## config.mk

```make
export PLATFORM = sky130hd
export DESIGN_NAME = up_ctrl_fsm_flat
export DESIGN_NICKNAME = d
export VERILOG_FILES = /design/src/rtl/up_ctrl_fsm_if.sv /design/src/rtl/up_ctrl_fsm.sv /design/src/flat_wrapper.sv
export SDC_FILE = /design/constraint.sdc
export NUM_CORES = 1
export LEC_CHECK = 0
export BUFFER_PORTS_ARGS = -buffer_cell sky130_fd_sc_hd__buf_2
export CORE_AREA = 2 2 39 41
export CTS_CLUSTER_SIZE = 14
export DETAILED_ROUTE_END_ITERATION = 10
export DIE_AREA = 0 0 41 43
export HOLD_SLACK_MARGIN = 0.15
export SYNTH_ARGS = -nofsm -noshare
export SYNTH_HDL_FRONTEND = slang
export SYNTH_SLANG_ARGS = --single-unit
```

## constraint.sdc

```tcl
create_clock -name CLOCK -period 1.5 [get_ports CLOCK]
set_input_delay 0.3 -clock CLOCK [delete_from_list [all_inputs] [get_ports CLOCK]]
set_output_delay 0.3 -clock CLOCK [all_outputs]
set_load 0.02 [all_outputs]
```

## src/rtl/up_ctrl_fsm_if.sv

```systemverilog
// up_ctrl_fsm_if: control strobes and status lines between up_ctrl_fsm and the datapath.
// master = control unit, slave = datapath / operator panel side.
interface up_ctrl_fsm_if;
    logic [2:0] IR;
    logic       Aeq0;
    logic       Apos;
    logic       Enter;
    logic       Step;
    logic       IRload;
    logic       JMPmux;
    logic       PCload;
    logic       Meminst;
    logic       MemWr;
    logic       Aload;
    logic       Sub;
    logic [1:0] Asel;
    logic       Halt;
    logic [3:0] State;

    modport master (
        input  IR, Aeq0, Apos, Enter, Step,
        output IRload, JMPmux, PCload, Meminst, MemWr, Aload, Sub, Asel, Halt, State
    );

    modport slave (
        output IR, Aeq0, Apos, Enter, Step,
        input  IRload, JMPmux, PCload, Meminst, MemWr, Aload, Sub, Asel, Halt, State
    );
endinterface

```

## src/rtl/up_ctrl_fsm.sv

```systemverilog
// up_ctrl_fsm: fetch/decode/execute sequencer for the 8-bit accumulator CPU.
// Define UP_CTRL_STEP_EN to park in STEP_WAIT between instructions until a Step rising edge.
module up_ctrl_fsm (
    input logic           CLOCK,
    input logic           RESET,
    up_ctrl_fsm_if.master bus
);
    typedef enum logic [3:0] {
        StStart    = 4'd0,
        StFetch    = 4'd1,
        StDecode   = 4'd2,
        StInRel    = 4'd3,
        StStepWait = 4'd4,
        StLoad     = 4'd8,
        StStore    = 4'd9,
        StAdd      = 4'd10,
        StSub      = 4'd11,
        StIn       = 4'd12,
        StJz       = 4'd13,
        StJpos     = 4'd14,
        StHalt     = 4'd15
    } state_e;

    state_e state_q, state_d;
    state_e next_fetch;
    logic   step_go;

`ifdef UP_CTRL_STEP_EN
    logic step_q;

    always_ff @(posedge CLOCK or posedge RESET) begin
        if (RESET) begin
            step_q <= 1'b0;
        end else begin
            step_q <= bus.Step;
        end
    end

    assign next_fetch = StStepWait;
    // Edge detect: a held Step advances only one instruction.
    assign step_go    = bus.Step & ~step_q;
`else
    logic unused_step;
    assign unused_step = bus.Step;
    assign next_fetch  = StFetch;
    assign step_go     = 1'b1;
`endif

    always_ff @(posedge CLOCK or posedge RESET) begin
        if (RESET) begin
            state_q <= StStart;
        end else begin
            state_q <= state_d;
        end
    end

    always_comb begin
        state_d     = state_q;
        bus.IRload  = 1'b0;
        bus.JMPmux  = 1'b0;
        bus.PCload  = 1'b0;
        bus.Meminst = 1'b0;
        bus.MemWr   = 1'b0;
        bus.Aload   = 1'b0;
        bus.Sub     = 1'b0;
        bus.Asel    = 2'b00;
        bus.Halt    = 1'b0;

        case (state_q)
            StStart: state_d = StFetch;
            StFetch: begin
                bus.IRload = 1'b1;
                bus.PCload = 1'b1;
                state_d    = StDecode;
            end
            StDecode: begin
                bus.Meminst = 1'b1;
                unique case (bus.IR)
                    3'b000: state_d = StLoad;
                    3'b001: state_d = StStore;
                    3'b010: state_d = StAdd;
                    3'b011: state_d = StSub;
                    3'b100: state_d = StIn;
                    3'b101: state_d = StJz;
                    3'b110: state_d = StJpos;
                    3'b111: state_d = StHalt;
                endcase
            end
            StLoad: begin
                bus.Meminst = 1'b1;
                bus.Asel    = 2'b10;
                bus.Aload   = 1'b1;
                state_d     = next_fetch;
            end
            StStore: begin
                bus.Meminst = 1'b1;
                bus.MemWr   = 1'b1;
                state_d     = next_fetch;
            end
            StAdd: begin
                bus.Meminst = 1'b1;
                bus.Aload   = 1'b1;
                state_d     = next_fetch;
            end
            StSub: begin
                bus.Meminst = 1'b1;
                bus.Sub     = 1'b1;
                bus.Aload   = 1'b1;
                state_d     = next_fetch;
            end
            StIn: begin
                if (bus.Enter) begin
                    bus.Asel  = 2'b01;
                    bus.Aload = 1'b1;
                    state_d   = StInRel;
                end
            end
            // Wait for Enter release so one press loads A only once.
            StInRel: begin
                if (!bus.Enter) begin
                    state_d = next_fetch;
                end
            end
            StStepWait: begin
                if (step_go) begin
                    state_d = StFetch;
                end
            end
            StJz: begin
                bus.JMPmux = 1'b1;
                bus.PCload = bus.Aeq0;
                state_d    = next_fetch;
            end
            StJpos: begin
                bus.JMPmux = 1'b1;
                bus.PCload = bus.Apos;
                state_d    = next_fetch;
            end
            StHalt: bus.Halt = 1'b1;
            default: state_d = StStart;
        endcase
    end

    assign bus.State = state_q;
endmodule

```

## src/flat_wrapper.sv

```systemverilog
// flat-port wrapper written by rule: the top's interface ports become plain ports
module up_ctrl_fsm_flat 
  (CLOCK, RESET, bus_IR, bus_Aeq0, bus_Apos, bus_Enter, bus_Step, bus_IRload, bus_JMPmux, bus_PCload, bus_Meminst, bus_MemWr, bus_Aload, bus_Sub, bus_Asel, bus_Halt, bus_State);
  up_ctrl_fsm_if bus_i ();
  input logic CLOCK;
  input logic RESET;
  input wire logic [$bits(bus_i.IR)-1:0] bus_IR;
  input wire logic [$bits(bus_i.Aeq0)-1:0] bus_Aeq0;
  input wire logic [$bits(bus_i.Apos)-1:0] bus_Apos;
  input wire logic [$bits(bus_i.Enter)-1:0] bus_Enter;
  input wire logic [$bits(bus_i.Step)-1:0] bus_Step;
  output wire logic [$bits(bus_i.IRload)-1:0] bus_IRload;
  output wire logic [$bits(bus_i.JMPmux)-1:0] bus_JMPmux;
  output wire logic [$bits(bus_i.PCload)-1:0] bus_PCload;
  output wire logic [$bits(bus_i.Meminst)-1:0] bus_Meminst;
  output wire logic [$bits(bus_i.MemWr)-1:0] bus_MemWr;
  output wire logic [$bits(bus_i.Aload)-1:0] bus_Aload;
  output wire logic [$bits(bus_i.Sub)-1:0] bus_Sub;
  output wire logic [$bits(bus_i.Asel)-1:0] bus_Asel;
  output wire logic [$bits(bus_i.Halt)-1:0] bus_Halt;
  output wire logic [$bits(bus_i.State)-1:0] bus_State;
  assign bus_i.IR = bus_IR;
  assign bus_i.Aeq0 = bus_Aeq0;
  assign bus_i.Apos = bus_Apos;
  assign bus_i.Enter = bus_Enter;
  assign bus_i.Step = bus_Step;
  assign bus_IRload = bus_i.IRload;
  assign bus_JMPmux = bus_i.JMPmux;
  assign bus_PCload = bus_i.PCload;
  assign bus_Meminst = bus_i.Meminst;
  assign bus_MemWr = bus_i.MemWr;
  assign bus_Aload = bus_i.Aload;
  assign bus_Sub = bus_i.Sub;
  assign bus_Asel = bus_i.Asel;
  assign bus_Halt = bus_i.Halt;
  assign bus_State = bus_i.State;
  up_ctrl_fsm u_core (.CLOCK(CLOCK), .RESET(RESET), .bus(bus_i));
endmodule
```

==> metrics, run 1 <==
vias in the first global route=397; Die ar.=1760 sq um; mux cell area share after synthesis=0%; worst min-delay path category=input pin to flop; run status=finished, violations left; simple-gate share of the synthesized area=a little over a third; Slew HR=87.0%; Ant. Diodes=0; Final ANT Viol Nets=0; worst reg2reg path startpoint=u_core.bus.State[3]; total number of vias=490; Power Dens Cells=2300 nW/um^2; largest family of logic cells by synthesized area=simple AND/OR/NAND/NOR gates; synthesized area per cell=approximately 8 sq um; I/O pins=23; critical path required time=1.20 ns; endpoints failing hold=0; hold_sp=bus_IR[2]; RePlAce Congestion=0.702; Worst-Margin Slew=0.195 ns; Die Wd=~41 um; failing checks=negative setup slack; register bit total from synthesis=4; top cells by count, synth=7 x nand2_1, 5 x a21oi_1, 5 x nor2_1, 4 x dfrtp_1; Async S/R FF share, synth=100%; RSZ-0062 raised after global routing=yes; drc violations=0; Layout area overhead=60.9%; routed length per instance=12.0 um; Clock Tree Buf Depth=2; initial antenna violation count=0; CTS tree=done; Final Cycle Share=105%; initial DRC count=14; via/cell ratio=4.85; CTS Buf Count=3; clock root buffer=clkbuf_4; largest net degree at the start of global routing=11; clk_lat worst skew=about 0.24 ns; Top FF cell, synth=dfrtp_1; sum of buffers and inverters on the critical path=4; top cells by area in the synthesized netlist=dfrtp_1 24%, buf_6 7.9%, nand2_1 6.2%; leakage power=0.339 nW; Setup CP Type=flop to output port; post-synthesis adder-cell area fraction=0%; Ys Warns=0; hpwl dp=791 um; Std-Cell Rows=14; peak supply drop=1200 uV; final setup fails=7; fin. max-slew vios=0; post-synthesis compound-gate area fraction=21.5%; Yosys top cell by area=dfrtp_1; Most Frequent Cell on Critical Path=buf_4; cells after synthesis=52; Nets=96; first-pass iteration count of the detailed router=4; largest stage delay on the critical path=between 0.4 and 0.5 ns; Core ar.=1380 sq um; number of synthesized flops with an enable pin=0; minimum clock period=about 1.6 ns; most frequent cell after synthesis=nand2_1; CP Capture Type=output port; post-synth cell types=27; WP data arrival=1.27 ns; sequential area share after synthesis=23.5%; global-route wire length before repair=1.71 mm; startpoint types=flop; H-tree levels=1; worst-path fanout max=6; CP Cell Sequence=buf_4 > buf_4 > buf_4 > buf_2; fmax=637 MHz; xor/xnor share of the synthesized area=0%; layout cells sized above 1=about three fifths; clk_skew=0.00230 ns; Initial Util=30.7%; Place WS=0.0598 ns; Die Y=43 um; clk slew on worst S/H paths=0.04 ns; syn nets=61; I/O Buffers=21; global route total overflow=0; Max-cap violations=0; max reg flops=4; delay-heaviest family, CP=buffers and inverters; post-synth top area share=23.5%; final setup margin=-0.0708 ns; dpl cells=90; clock sinks=4; Cell Area, Synth=425 sq um; slowest stage cell, crit path=dfrtp_2; GR Util All Layers=roughly 14%; Layout Cells excl Fill=101; Critical Path Source=u_core.bus.State[0]; Routed WL=1.21 mm
layout make-up:
type | count | area [sq um]
sequential | 4 | 105
tap | 16 | 20.0
fill | 143 | 699
timing repair buffer | 36 | 258
multi-input combinational | 38 | 262
clock buffer | 3 | 22.5
inverter | 4 | 17.5
final timing paths:
check / depth (start not counted) / slack, ns / endpoint
min in group asynchronous: 3 / 0.49 / u_core.bus.State[2]
worst max-delay path: 4 / -0.07 / bus_State[0]
worst min register to register: 2 / 0.68 / u_core.bus.State[0]
max in group asynchronous: 3 / 0.85 / u_core.bus.State[1]
worst min-delay path: 3 / 0.33 / u_core.bus.State[2]
worst max register to register: 4 / 0.25 / u_core.bus.State[1]
stage by stage:
stage	TNS [ns]	power [mW]	utilization, %	hold WS, ns	cell area [sq um]
after floorplan	-0.190	0.988	-	0.0661	432
after global placement	0	1.18	39.4	0.178	546
after detailed placement	0	1.18	39.4	0.185	546
after CTS	-0.240	1.44	45.1	0.334	624
after global routing	-0.952	1.69	49.5	0.358	684
final	-0.219	1.57	49.5	0.334	684
cell families after synthesis:
group | after synthesis
simple gates | 24
compound gates | 14
buf+inv | 10
flops | 4
where the power goes:
group | total (mW) | leakage [nW] | switching, mW | internal (mW)
Sequential | 0.289 | 0.0446 | 0.122 | 0.167
Clock | 0.138 | 0.0138 | 0.0479 | 0.0898
Combinational | 1.14 | 0.280 | 0.585 | 0.559
metal layers:
metal	wire (um)	vias up	GRT usage [%]
li1	-	248	-
met1	574	226	21.5
met2	549	16	18.8
met3	84	0	3.66
met4	0	0	2.00
met5	0	-	0
cell usage in the layout (no fill, tap or decap), drive strengths merged, types with 2 or more instances in the layout:
| cell | count |
|---|---|
| buf | 35 |
| nand2 | 7 |
| a21oi | 5 |
| nor2 | 5 |
| dfrtp | 4 |
| inv | 4 |
| clkbuf | 3 |
| o21ai | 3 |
| a31oi | 2 |
| nor3 | 2 |
| nand3 | 2 |
worst reg2reg max path, delay by kind of cell (launching register included):
family          cells  cell delay [ns]
simple gates        1             0.20
flops               1             0.47
compound gates      2             0.28
buf+inv             1             0.17
repair_timing:
action / in CTS / in global routing
resized for setup: 10 / 8
pin swaps: 1 / 3
endpoints found under the setup margin: 10 / 10
endpoints found under the hold margin: 4 / 0
buffers inserted: 3 / 4
cloned: 0 / 0
hold buffers: 1 / 0
(Power assumes the default switching activity.)
==> run 2, diff against run 1 <==
Clock period 1.5 ns to 1.7 ns, I/O delays scaled along.
==> metrics, run 2 (same netlist as run 1, synthesis figures left out) <==
run status=complete, no violations; Die Wd=41 um; hpwl dp=~760 um; I/O pins=23; leakage power=0.297 nW; Worst-Margin Slew=about 0.22 ns; WHS Path Cells=3; largest stage delay on the critical path=0.46 ns; Clock Tree Buf Depth=2; GR Util All Layers=13.6%; vias in the first global route=383; clk_skew=slightly below 0.0006 ns; endpoints failing hold=0; CTS tree=done; total number of vias=463; I/O Buffers=21; Final Cycle Share=96.6%; slowest stage cell, crit path=dfrtp_2; worst-path fanout max=9; Routed WL=1.07 mm; fmax=609 MHz; first-pass iteration count of the detailed router=4; startpoint types=flop; reg2reg path depth=4; CP Capture Type=output port; H-tree levels=1; minimum clock period=approximately 1.6 ns; most common cell after layout, fill and taps aside=buf_2; Final ANT Viol Nets=0; Slew HR=85.4%; hold endpoint=u_core.bus.State[2]; max reg flops=4; Place WS=0.198 ns; most frequent cells in the layout=21 x buf_2, 7 x nand2_1, 7 x buf_4; CP Cell Sequence=buf_4 > nor4_2 > buf_2; Layout area overhead=35.6%; initial antenna violation count=0; WP data arrival=1.30 ns; initial DRC count=13; critical path required time=roughly 1.4 ns; routed length per instance=between 10 and 15 um; layout cells sized above 1=between 50% and 60%; final setup fails=0; drc violations=0; r2r setup slk=about 0.43 ns; final setup margin=~0.058 ns; RePlAce Congestion=0.689; peak supply drop=785 uV; clk slew on worst S/H paths=0.04 ns; Die Y=43 um; Initial Util=30.7%; global-route wire length before repair=about 1.6 mm; Critical R2R Capture=u_core.bus.State[1]; global route total overflow=0; Max-cap violations=0; Die ar.=1760 sq um; RSZ-0062 raised after global routing=no; hold_sp=bus_IR[2]; fin. max-slew vios=0; via/cell ratio=4.93; Power Dens Cells=slightly above 2000 nW/um^2; clk_lat worst skew=between 0.2 and 0.25 ns; setup TNS=0 ns; CTS Buf Count=3; Nets=between 80 and 90; largest net degree at the start of global routing=14; Setup CP Type=flop to output port; Ant. Diodes=0; worst min-delay path category=input pin to flop; Core ar.=about 1400 sq um; clock root buffer=clkbuf_4; Std-Cell Rows=14; worst reg2reg path startpoint=u_core.bus.State[3]; clock sinks=4
-- run 2: cell count changes in the layout (fill, tap and decap cells not counted), sizes merged --
| cell | previous run | this run |
|---|---|---|
| buf | 35 | 28 |
-- run 2: what timing repair did --
action                                  CTS  global route
endpoints found under the setup margin    3             4
endpoints found under the hold margin     4             0
hold buffers                              1             0
resized for setup                         2             2
setup buffers                             0             2
-- run 2: critical path: cells and delay by family (launching register included) --
family | cells | cell delay, ns
buf+inv | 2 | 0.37
flops | 1 | 0.46
simple gates | 1 | 0.23
-- run 2: cell type report --
cell class	instances	area (sq um)
repair buffers	29	168
inverters	4	15.0
flip-flops and latches	4	105
multi-input cells	38	246
clock buffers	3	22.5
well taps	16	20.0
fillers	156	807
-- run 2: worst max-delay path by stage --
stage,from,end,slack [ns],depth (start not counted)
2_1_floorplan,u_core.bus.State[2],bus_MemWr,0.09,3
3_3_place_gp,u_core.bus.State[3],bus_Halt,0.21,4
3_5_place_dp,u_core.bus.State[3],bus_Halt,0.20,4
4_1_cts,u_core.bus.State[2],bus_Halt,0.02,4
5_1_grt,u_core.bus.State[3],bus_IRload,0.0004,3
6_report,u_core.bus.State[3],bus_IRload,0.06,3
-- run 2: stage by stage --
stage	util (%)	cell area [sq um]	power [mW]	hold slack, ns	instances
6_report	41.7	577	1.17	0.380	94
3_3_place_gp	37.9	524	0.995	0.219	88
5_1_grt	41.7	577	1.27	0.399	94
4_1_cts	40.4	559	1.14	0.386	92
3_5_place_dp	37.9	524	1.00	0.223	88
2_1_floorplan	-	425	0.858	0.106	52
-- run 2: report_power, final --
part           switching [mW]  internal [mW]
Sequential              0.106          0.147
Combinational           0.452          0.341
Clock                  0.0447         0.0793
-- run 2: routing by layer --
| layer | wire length [um] | track usage [%] | vias to the layer above |
|---|---|---|---|
| met5 | 0 | 0 | - |
| met4 | 17 | 8.00 | 0 |
| met3 | 87 | 4.71 | 3 |
| met2 | 460 | 17.8 | 19 |
| met1 | 503 | 18.3 | 203 |
| li1 | - | - | 238 |
==> run 3, diff against run 2 <==
Clock period 1.7 ns to 1.52 ns, I/O delays scaled along.
==> metrics, run 3 (same netlist as run 1, synthesis figures left out) <==
r2r setup slk=0.18 ns; Sw Pwr=0.731 mW; Worst-Margin Slew=~0.21 ns; setup TNS=-0.0443 ns; clock root buffer=clkbuf_4; CP Cell Sequence=buf_6 > nor4b_2 > buf_2; Nets=91; clk_skew=0.00632 ns; CTS tree=done; vias in the first global route=424; FF/Latch Area=105 sq um; Final ANT Viol Nets=0; sum of buffers and inverters on the critical path=2; Clock Tree Buf Depth=2; delay-heaviest family, CP=flip-flops; Die Wd=41 um; global route total overflow=0; DP Area=532 sq um; Critical R2R Capture=u_core.bus.State[1]; first-pass iteration count of the detailed router=3; FILL cells=~140; I/O Buffers=21; Die ar.=about 1800 sq um; worst reg2reg path startpoint=u_core.bus.State[1]; stages on the worst setup path=3; global-route wire length before repair=1.68 mm; clk slew on worst S/H paths=roughly 0.040 ns; largest net degree at the start of global routing=9; Sw Ratio=49.7%; leakage power=0.314 nW; layout cells sized above 1=between 50% and 60%; worst min-delay path category=input pin to flop; initial DRC count=1; Worst Setup EP=bus_Asel[1]; Routed WL=approximately 1.2 mm; largest stage delay on the critical path=0.44 ns; Clk pwr share=9.2%; most frequent cells in the layout=15 x buf_2, 10 x buf_4, 7 x nand2_1; Cell Int Power=0.740 mW; final setup fails=3; reg2reg path depth=5; CTS Buf Count=3; max reg flops=4; Slew HR=86.2%; hpwl dp=770 um; H-tree levels=1; minimum clock period=1.54 ns; Die Y=43 um; WP data arrival=around 1.2 ns; Core ar.=1380 sq um; Met1 Wirelength=between 500 and 600 um; worst-path fanout max=5; sequential power share=between 15 and 20%; fin. max-slew vios=0; critical path required time=1.22 ns; Final Cycle Share=101%; Critical Path Source=u_core.bus.State[1]; via/cell ratio=5.01; clk_lat worst skew=between 0.2 and 0.25 ns; Std-Cell Rows=14; Gate power share=74.0%; total number of vias=a little under 500; GR Util All Layers=approximately 14%; RePlAce Congestion=between 0.6 and 0.7; failing checks=negative setup slack; Power Dens Cells=2270 nW/um^2; Finished Cell Area=between 600 and 700 sq um; clock sinks=4; routed length per instance=12.1 um; Max Used Layer=met3; RSZ-0062 raised after global routing=yes; run status=finished, violations left; fmax=about 650 MHz; endpoints failing hold=0; Max-cap violations=0; CP Capture Type=output port; peak supply drop=1230 uV; startpoint types=flop; initial antenna violation count=0; drc violations=0; Initial Util=between 30% and 40%; final setup margin=-0.0192 ns; WL met3=102 um; most common cell after layout, fill and taps aside=buf_2; area of the multi-input gates=268 sq um; Setup CP Type=flop to output port; I/O pins=23; Ant. Diodes=0; WHS Path Cells=3; Layout area overhead=52.1%; routed wl met2=507 um; slowest stage cell, crit path=dfrtp_2
==> run 3: worst min path at each step <==
stage          startpoint  slack [ns]             endpoint
2_1_floorplan       RESET        0.07  u_core.bus.State[0]
3_3_place_gp        RESET        0.18  u_core.bus.State[3]
3_5_place_dp        RESET        0.19  u_core.bus.State[2]
4_1_cts         bus_IR[2]        0.34  u_core.bus.State[2]
5_1_grt         bus_IR[2]        0.37  u_core.bus.State[2]
6_report        bus_IR[2]        0.34  u_core.bus.State[2]
==> run 3: routing by layer <==
layer | GRT usage, % | vias to the layer above
met3 | 6.81 | 0
met1 | 18.6 | 222
met4 | 2.00 | 0
met2 | 20.0 | 19
li1 | - | 240
met5 | 0 | -
==> run 3: stage by stage <==
step                hold WS (ns)  power (mW)  instances  worst slack [ns]  utilization (%)
floorplan                 0.0701       0.959         52           -0.0490                -
global placement           0.184        1.13         89            0.0881             38.4
detailed placement         0.189        1.14         89            0.0768             38.4
CTS                        0.344        1.41         96           -0.0496             43.8
global route               0.368        1.58         96           -0.0695             46.7
finish                     0.344        1.47         96           -0.0192             46.7
==> run 3: repair_timing <==
item / in CTS / in global routing
buffers inserted: 3 / 0
pin swaps: 2 / 2
hold buffers: 1 / 0
setup endpoints to repair: 11 / 8
gates resized for setup: 9 / 11
endpoints found under the hold margin: 4 / 0
==> run 3: final cells by class <==
class / count / area share (%)
Clock buffer: 3 / 3.48
Inverter: 4 / 2.32
Multi-Input combinational cell: 38 / 41.4
Sequential cell: 4 / 16.2
Tap cell: 16 / 3.09
Timing Repair Buffer: 31 / 33.5
==> run 3: worst min-delay path: cells and delay by family <==
family | cells | cell delay, ns
compound gates | 2 | 0.16
buf+inv | 1 | 0.08
==> run 3: power by group through the flow <==
stage / logic (mW) / clock network [mW] / registers (mW)
after global placement: 0.860 / 0 / 0.271
final: 1.09 / 0.135 / 0.248
after global routing: 1.18 / 0.153 / 0.256
after CTS: 1.02 / 0.141 / 0.248
after floorplan: 0.704 / 0 / 0.255
after detailed placement: 0.866 / 0 / 0.273
